File: src/rtl/byte_unstripe_rx_pkg.sv
`default_nettype none
// ============================================================================
//  Module      : byte_unstripe_rx_pkg
//  Description : Shared definitions for the byte striping RX/TX pair:
//                FSM state encodings and default lane geometry.
//  Revision    : 1.0 - initial release
// ============================================================================
package byte_unstripe_rx_pkg;

    // Default lane geometry used by both the striping TX and unstriping RX.
    localparam int BS_DEF_LANES = 4;
    localparam int BS_DEF_WIDTH = 8;

    // IDLE: no beat held. SERIAL: a beat is held and being serialized.
    typedef enum logic [0:0] {
        BS_IDLE   = 1'b0,
        BS_SERIAL = 1'b1
    } bs_state_e;

endpackage : byte_unstripe_rx_pkg
`default_nettype wire

File: src/rtl/lane_mux.sv
`default_nettype none
// ============================================================================
//  Module      : lane_mux
//  Description : Combinational selection of one WIDTH-bit lane word out of a
//                flattened LANES*WIDTH vector, addressed by lane index.
//  Revision    : 1.0 - initial release
// ============================================================================
module lane_mux
    import byte_unstripe_rx_pkg::*;
#(
    parameter  int LANES = BS_DEF_LANES,
    parameter  int WIDTH = BS_DEF_WIDTH,
    localparam int LW    = $clog2(LANES)
) (
    input  logic [LANES*WIDTH-1:0] data_i,
    input  logic [LW-1:0]          sel_i,
    output logic [WIDTH-1:0]       data_o
);

    logic [WIDTH-1:0] w_lanes [LANES];

    // Unpack the flat vector so lane k sits at bits [k*WIDTH +: WIDTH].
    for (genvar k = 0; k < LANES; k++) begin : g_lane
        assign w_lanes[k] = data_i[k*WIDTH +: WIDTH];
    end

    // LANES is a power of two, so every sel_i value addresses a real lane.
    assign data_o = w_lanes[sel_i];

endmodule : lane_mux
`default_nettype wire

File: src/rtl/byte_unstripe_rx.sv
`default_nettype none
// ============================================================================
//  Module      : byte_unstripe_rx
//  Description : Captures one striped beat (LANES words) and serializes the
//                active lanes onto a single WIDTH-bit valid/ready stream,
//                lane 0 first. Back-to-back beats stream without a bubble.
//  Revision    : 1.0 - initial release
// ============================================================================
module byte_unstripe_rx
    import byte_unstripe_rx_pkg::*;
#(
    parameter  int LANES = BS_DEF_LANES,
    parameter  int WIDTH = BS_DEF_WIDTH,
    localparam int LW    = $clog2(LANES)
) (
    input  logic                   clk,
    input  logic                   reset,
    input  logic                   valid_in,
    output logic                   ready_in,
    input  logic [LANES*WIDTH-1:0] data_in,
    input  logic [LW-1:0]          lanes_active,
    output logic [WIDTH-1:0]       data_out,
    output logic                   valid_out,
    input  logic                   ready_out,
    output logic                   last_out,
    output logic                   busy
);

    bs_state_e              state_q, state_d;
    logic [LW-1:0]          idx_q, idx_d;
    logic [LANES*WIDTH-1:0] hold_data_q, hold_data_d;
    logic [LW-1:0]          hold_la_q, hold_la_d;

    logic                   w_accept;
    logic                   w_take;
    logic [WIDTH-1:0]       w_lane_word;

    // State register.
    always_ff @(posedge clk or negedge reset) begin
        if (!reset) begin
            state_q <= BS_IDLE;
        end else begin
            state_q <= state_d;
        end
    end

    // Next state and handshake outputs. ready_in in SERIAL is a pass-through
    // of the last-word handshake so a new beat lands on the same edge the
    // final word leaves, giving one word per cycle across beats.
    always_comb begin
        state_d   = state_q;
        busy      = 1'b0;
        valid_out = 1'b0;
        last_out  = 1'b0;
        ready_in  = 1'b1;
        w_accept  = 1'b0;
        w_take    = 1'b0;

        busy      = (state_q == BS_SERIAL);
        valid_out = busy;
        last_out  = busy && (idx_q == hold_la_q);
        ready_in  = busy ? (valid_out & ready_out & last_out) : 1'b1;
        w_accept  = valid_in & ready_in;
        w_take    = valid_out & ready_out;

        case (state_q)
            BS_IDLE: begin
                if (w_accept) begin
                    state_d = BS_SERIAL;
                end
            end
            BS_SERIAL: begin
                if (w_take && last_out && !w_accept) begin
                    state_d = BS_IDLE;
                end
            end
            default: begin
                state_d = BS_IDLE;
            end
        endcase
    end

    // Lane index: restarts at 0 on capture, advances only when a word is
    // taken, and returns to 0 once the last word leaves.
    always_comb begin
        idx_d = idx_q;
        if (w_accept) begin
            idx_d = '0;
        end else if (w_take) begin
            idx_d = last_out ? '0 : idx_q + LW'(1);
        end
    end

    // Lane index register.
    always_ff @(posedge clk or negedge reset) begin
        if (!reset) begin
            idx_q <= '0;
        end else begin
            idx_q <= idx_d;
        end
    end

    // Holding registers load only on acceptance, so later lanes_active or
    // data_in changes cannot disturb the beat being serialized.
    always_comb begin
        hold_data_d = hold_data_q;
        hold_la_d   = hold_la_q;
        if (w_accept) begin
            hold_data_d = data_in;
            hold_la_d   = lanes_active;
        end
    end

    // Holding register group.
    always_ff @(posedge clk or negedge reset) begin
        if (!reset) begin
            hold_data_q <= '0;
            hold_la_q   <= '0;
        end else begin
            hold_data_q <= hold_data_d;
            hold_la_q   <= hold_la_d;
        end
    end

    lane_mux #(
        .LANES (LANES),
        .WIDTH (WIDTH)
    ) u_lane_mux (
        .data_i (hold_data_q),
        .sel_i  (idx_q),
        .data_o (w_lane_word)
    );

    // Drive zero when nothing is held so stale lanes never reach the bus.
    assign data_out = busy ? w_lane_word : '0;

endmodule : byte_unstripe_rx
`default_nettype wire

File: config.mk
export PLATFORM = sky130hd
export DESIGN_NAME = byte_unstripe_rx
export DESIGN_NICKNAME = d
export VERILOG_FILES = /design/src/rtl/byte_unstripe_rx_pkg.sv /design/src/rtl/lane_mux.sv /design/src/rtl/byte_unstripe_rx.sv
export SDC_FILE = /design/constraint.sdc
export NUM_CORES = 1
export LEC_CHECK = 0
export ABC_AREA = 1
export BUFFER_PORTS_ARGS = -buffer_cell sky130_fd_sc_hd__buf_2
export CORE_MARGIN = 4
export CORE_UTILIZATION = 25
export CTS_BUF_LIST = sky130_fd_sc_hd__clkbuf_8
export CTS_CLUSTER_SIZE = 8
export DETAILED_ROUTE_END_ITERATION = 10
export PLACE_DENSITY = 0.52
export SETUP_SLACK_MARGIN = 0.2
export SYNTH_ARGS = -nofsm -noshare
export SYNTH_HDL_FRONTEND = slang
export SYNTH_HIERARCHICAL = 1
export SYNTH_SLANG_ARGS = --single-unit
File: constraint.sdc
create_clock -name clk -period 1.33 [get_ports clk]
set_input_delay 0.0665 -clock clk [delete_from_list [all_inputs] [get_ports clk]]
set_output_delay 0.0665 -clock clk [all_outputs]
set_load 0.01 [all_outputs]
==> impl_results.md <==
- Result of the run: finished with violations
- Failing checks: setup timing
- First-pass GRT wire length: 9611 um
- Core area: 7807 um^2
- Net count after synthesis: 324
- Final setup fails: 45
- Number of H-tree levels: 2
- Peak supply drop: 0.7558 mV
- Req. time, crit path: 1.52 ns
- Remaining max-slew budget at the tightest pin: 0.5074
- Peak fanout along the critical path: 8
- Ranking of synthesized cells by area: dfrtp_1 46%, nand2_1 23%, nand3_1 13%
- Vias in the first global route: 2,012
- Worst hold path depth: 3
- DP Wirelength: about 4000 um
- Buffer depth of the longest clock path: 2
- Post-synthesis instance area: 2021 um^2
- Crit start category: flop
- Post-placement cell area: 2384 um^2
- TritonCTS Buffers: 5
- Height of the chip: approximately 98 um
- Time the worst path needs with I/O delays and setup: 1.537 ns
- Starting Density: 0.2588
- Pwr Density: 2613 nW/um^2
- Final std cell area, no fill: 3126 um^2
- Post-synth EDFFs: 0
- Count of nets after finishing: about 400
- Most frequent cell after synthesis: nand2_1
- RePlAce Congestion: 0.7743
- Routed len/inst: between 10 and 15 um
- Std-Cell Rows: 32
- End of the worst hold path: hold_data_q[5]
- Slew @ Worst Pin: ~0.74 ns
- Warnings from Yosys: 6
- Vias per std cell: 4.374
- Post-synthesis average cell area: 7.065 um^2
- Die Area: 9585 um^2
- Leakage power of the design: 1.710 nW
- Number of antenna violations at the first check in global routing: 0
- Antenna Violating Nets Remaining: 0
- Worst reg-to-reg setup slack: -0.21 ns
- Share of the clock period used by the worst path after layout: 1.156
- Count of maximum capacitance violations: 0
- Primary flip-flop cell chosen by synthesis mapping: dfrtp_1
- CTS clk-pin slew, worst paths: 0.08 ns
- WL final: ~6300 um
- Area fraction of the dominant cell type after synthesis: 0.4582
- Remaining global-route overflow: 0
- Pins over their slew limit: 0
- GRT Util Overall: 0.1231
- Die Span X: 97.91 um
- Min-delay src: data_in[5]
- Critical setup path kind: flop to flop
- Final number of hold-violating endpoints: 0
- Ant. Diodes: 0
- Cell count after synthesis: 286
- Wire length the detailed router placed on met1: approximately 2900 um
- Count of boundary I/O pins: 50
- Number of design-rule violations left by the first detailed-router iteration: 87
- Path class of the lowest-slack min-delay path: primary input to flop
- CP Data Arrival Time: 1.72 ns
- Residual DRC count: 0
- Endpoint type of the worst setup path: flop
- Worst setup skew after layout: 0.01377 ns
- Cell type with the largest total area after synthesis: dfrtp_1
- Fraction of final layout cells sized beyond drive strength 1: 0.4460
- Distinct cells, synth: 14
- Maximum number of pins on one net before global-route repair: 24
- Detailed-routing iteration count for the pre-antenna-repair pass: 4
- Hold_ws: about 0.012 ns
- Layout area overhead: 54.68%
- RSZ-0062 raised after global routing: true
- Capture point of the worst reg-to-reg path: hold_data_q[29]
- Met3 WL post-DR: 307 um
- Number of buffers added on ports: 49
- Clock tree from TritonCTS: built
- FF-to-FF Start: hold_la_q[1]
- Final worst-path setup slack: -0.2068 ns
- Async set-or-reset flop fraction in the synthesized netlist: 1.000
- Cells on worst reg2reg path: 8
- Share of the core filled with cells in the final layout: 0.4003
- Commonest cells in the synthesized netlist: 125 x nand2_1, 51 x nand3_1, 46 x inv_1
- Clock tree root driver cell: clkbuf_8
- Detailed-routed wire length on met2: about 3100 um
- Count of clock tree sinks: 37
- Highest attainable clock frequency: 0.6507 GHz
- Total via count after detailed routing: 2,025
- Yosys reg bits: 37
- Uppermost layer routed: met4
- Register area share after synthesis: 0.4582
- Clock insertion delay at the later pin of the skew report: 0.29 ns
[registers in the layout, summed over array words and instances, names as in the netlist]
signal	flops
busy	1
idx_q	2
hold_data_q	32
hold_la_q	2
[final cells by class]
| type | instances | area, um^2 |
|---|---|---|
| Fill cell | 819 | 4682 |
| Sequential cell | 37 | 927.1 |
| Tap cell | 102 | 127.6 |
| Multi-Input combinational cell | 191 | 1135 |
| Inverter | 47 | 187.7 |
| Clock buffer | 7 | 96.34 |
| Timing Repair Buffer | 78 | 646.9 |
| Clock inverter | 1 | 5.005 |
[worst max path at each step]
| stage | slack, ns | end | cells after the start | start |
|---|---|---|---|---|
| after floorplan | 0.02 | hold_la_q[1] | 9 | idx_q[0] |
| after global placement | -0.13 | hold_data_q[16] | 8 | idx_q[0] |
| after detailed placement | -0.16 | hold_data_q[12] | 8 | idx_q[0] |
| after CTS | -0.18 | data_out[6] | 8 | idx_q[0] |
| after global routing | -0.29 | hold_data_q[29] | 8 | hold_la_q[1] |
| final | -0.21 | hold_data_q[29] | 8 | hold_la_q[1] |
[critical path, stage by stage, from the launching register on]
cell and delay (ns):
dfrtp_1 0.43, xnor2_2 0.27, nand3_2 0.14, nand2_4 0.12, buf_6 0.11, buf_12 0.12
nand2_8 0.09, nand2_2 0.10, nand2_1 0.05
[per-stage QoR]
stage	cells	worst slack (ns)	total power, mW	setup TNS, ns
after CTS	456	-0.1835	7.108	-5.445
final	463	-0.2068	8.167	-6.965
after floorplan	286	0.02370	4.163	0
after global placement	432	-0.1285	5.065	-4.014
after global routing	463	-0.2876	8.771	-10.10
after detailed placement	432	-0.1597	5.116	-4.481
[kinds of logic (layout without fill, tap and decap cells)]
kind of cell / after synthesis / after routing / share of synthesized area
AO/OA/AOI/OAI: 2 / 2 / 0.008670
XOR/XNOR: 2 / 2 / 0.008670
buffers and inverters: 63 / 133 / 0.1474
flip-flops: 37 / 37 / 0.4582
AND/OR/NAND/NOR: 182 / 187 / 0.3771
[timing repair]
action / CTS / global route
hold buffers: 2 / 0
gates resized for setup: 48 / 54
cloned: 4 / 4
pin swaps: 26 / 26
setup endpoints to repair: 45 / 49
setup buffers: 10 / 3
hold endpoints to repair: 15 / 0
[routing by layer]
metal,vias to the layer above,global-route usage
li1,1012,-
met4,0,0.03514
met2,59,0.2000
met3,4,0.03071
met5,-,0
met1,950,0.1625
[cell usage in the layout (no fill, tap or decap), drive strengths merged]
cell	count
xor2	1
o2111ai	2
nand2	132
inv	46
clkbuf	9
bufbuf	1
dlygate4sd3	2
nand3	51
buf	73
clkinv	1
clkinvlp	1
xnor2	1
nor2	4
dfrtp	37
[where the power goes]
| part | internal [mW] | leakage (nW) | switching (mW) | total, mW |
|---|---|---|---|---|
| clock | 0.469 | 0.0542 | 0.395 | 0.864 |
| combinational | 2.46 | 1.20 | 2.82 | 5.28 |
| sequential | 1.66 | 0.458 | 0.359 | 2.02 |
(Power assumes the default switching activity.)
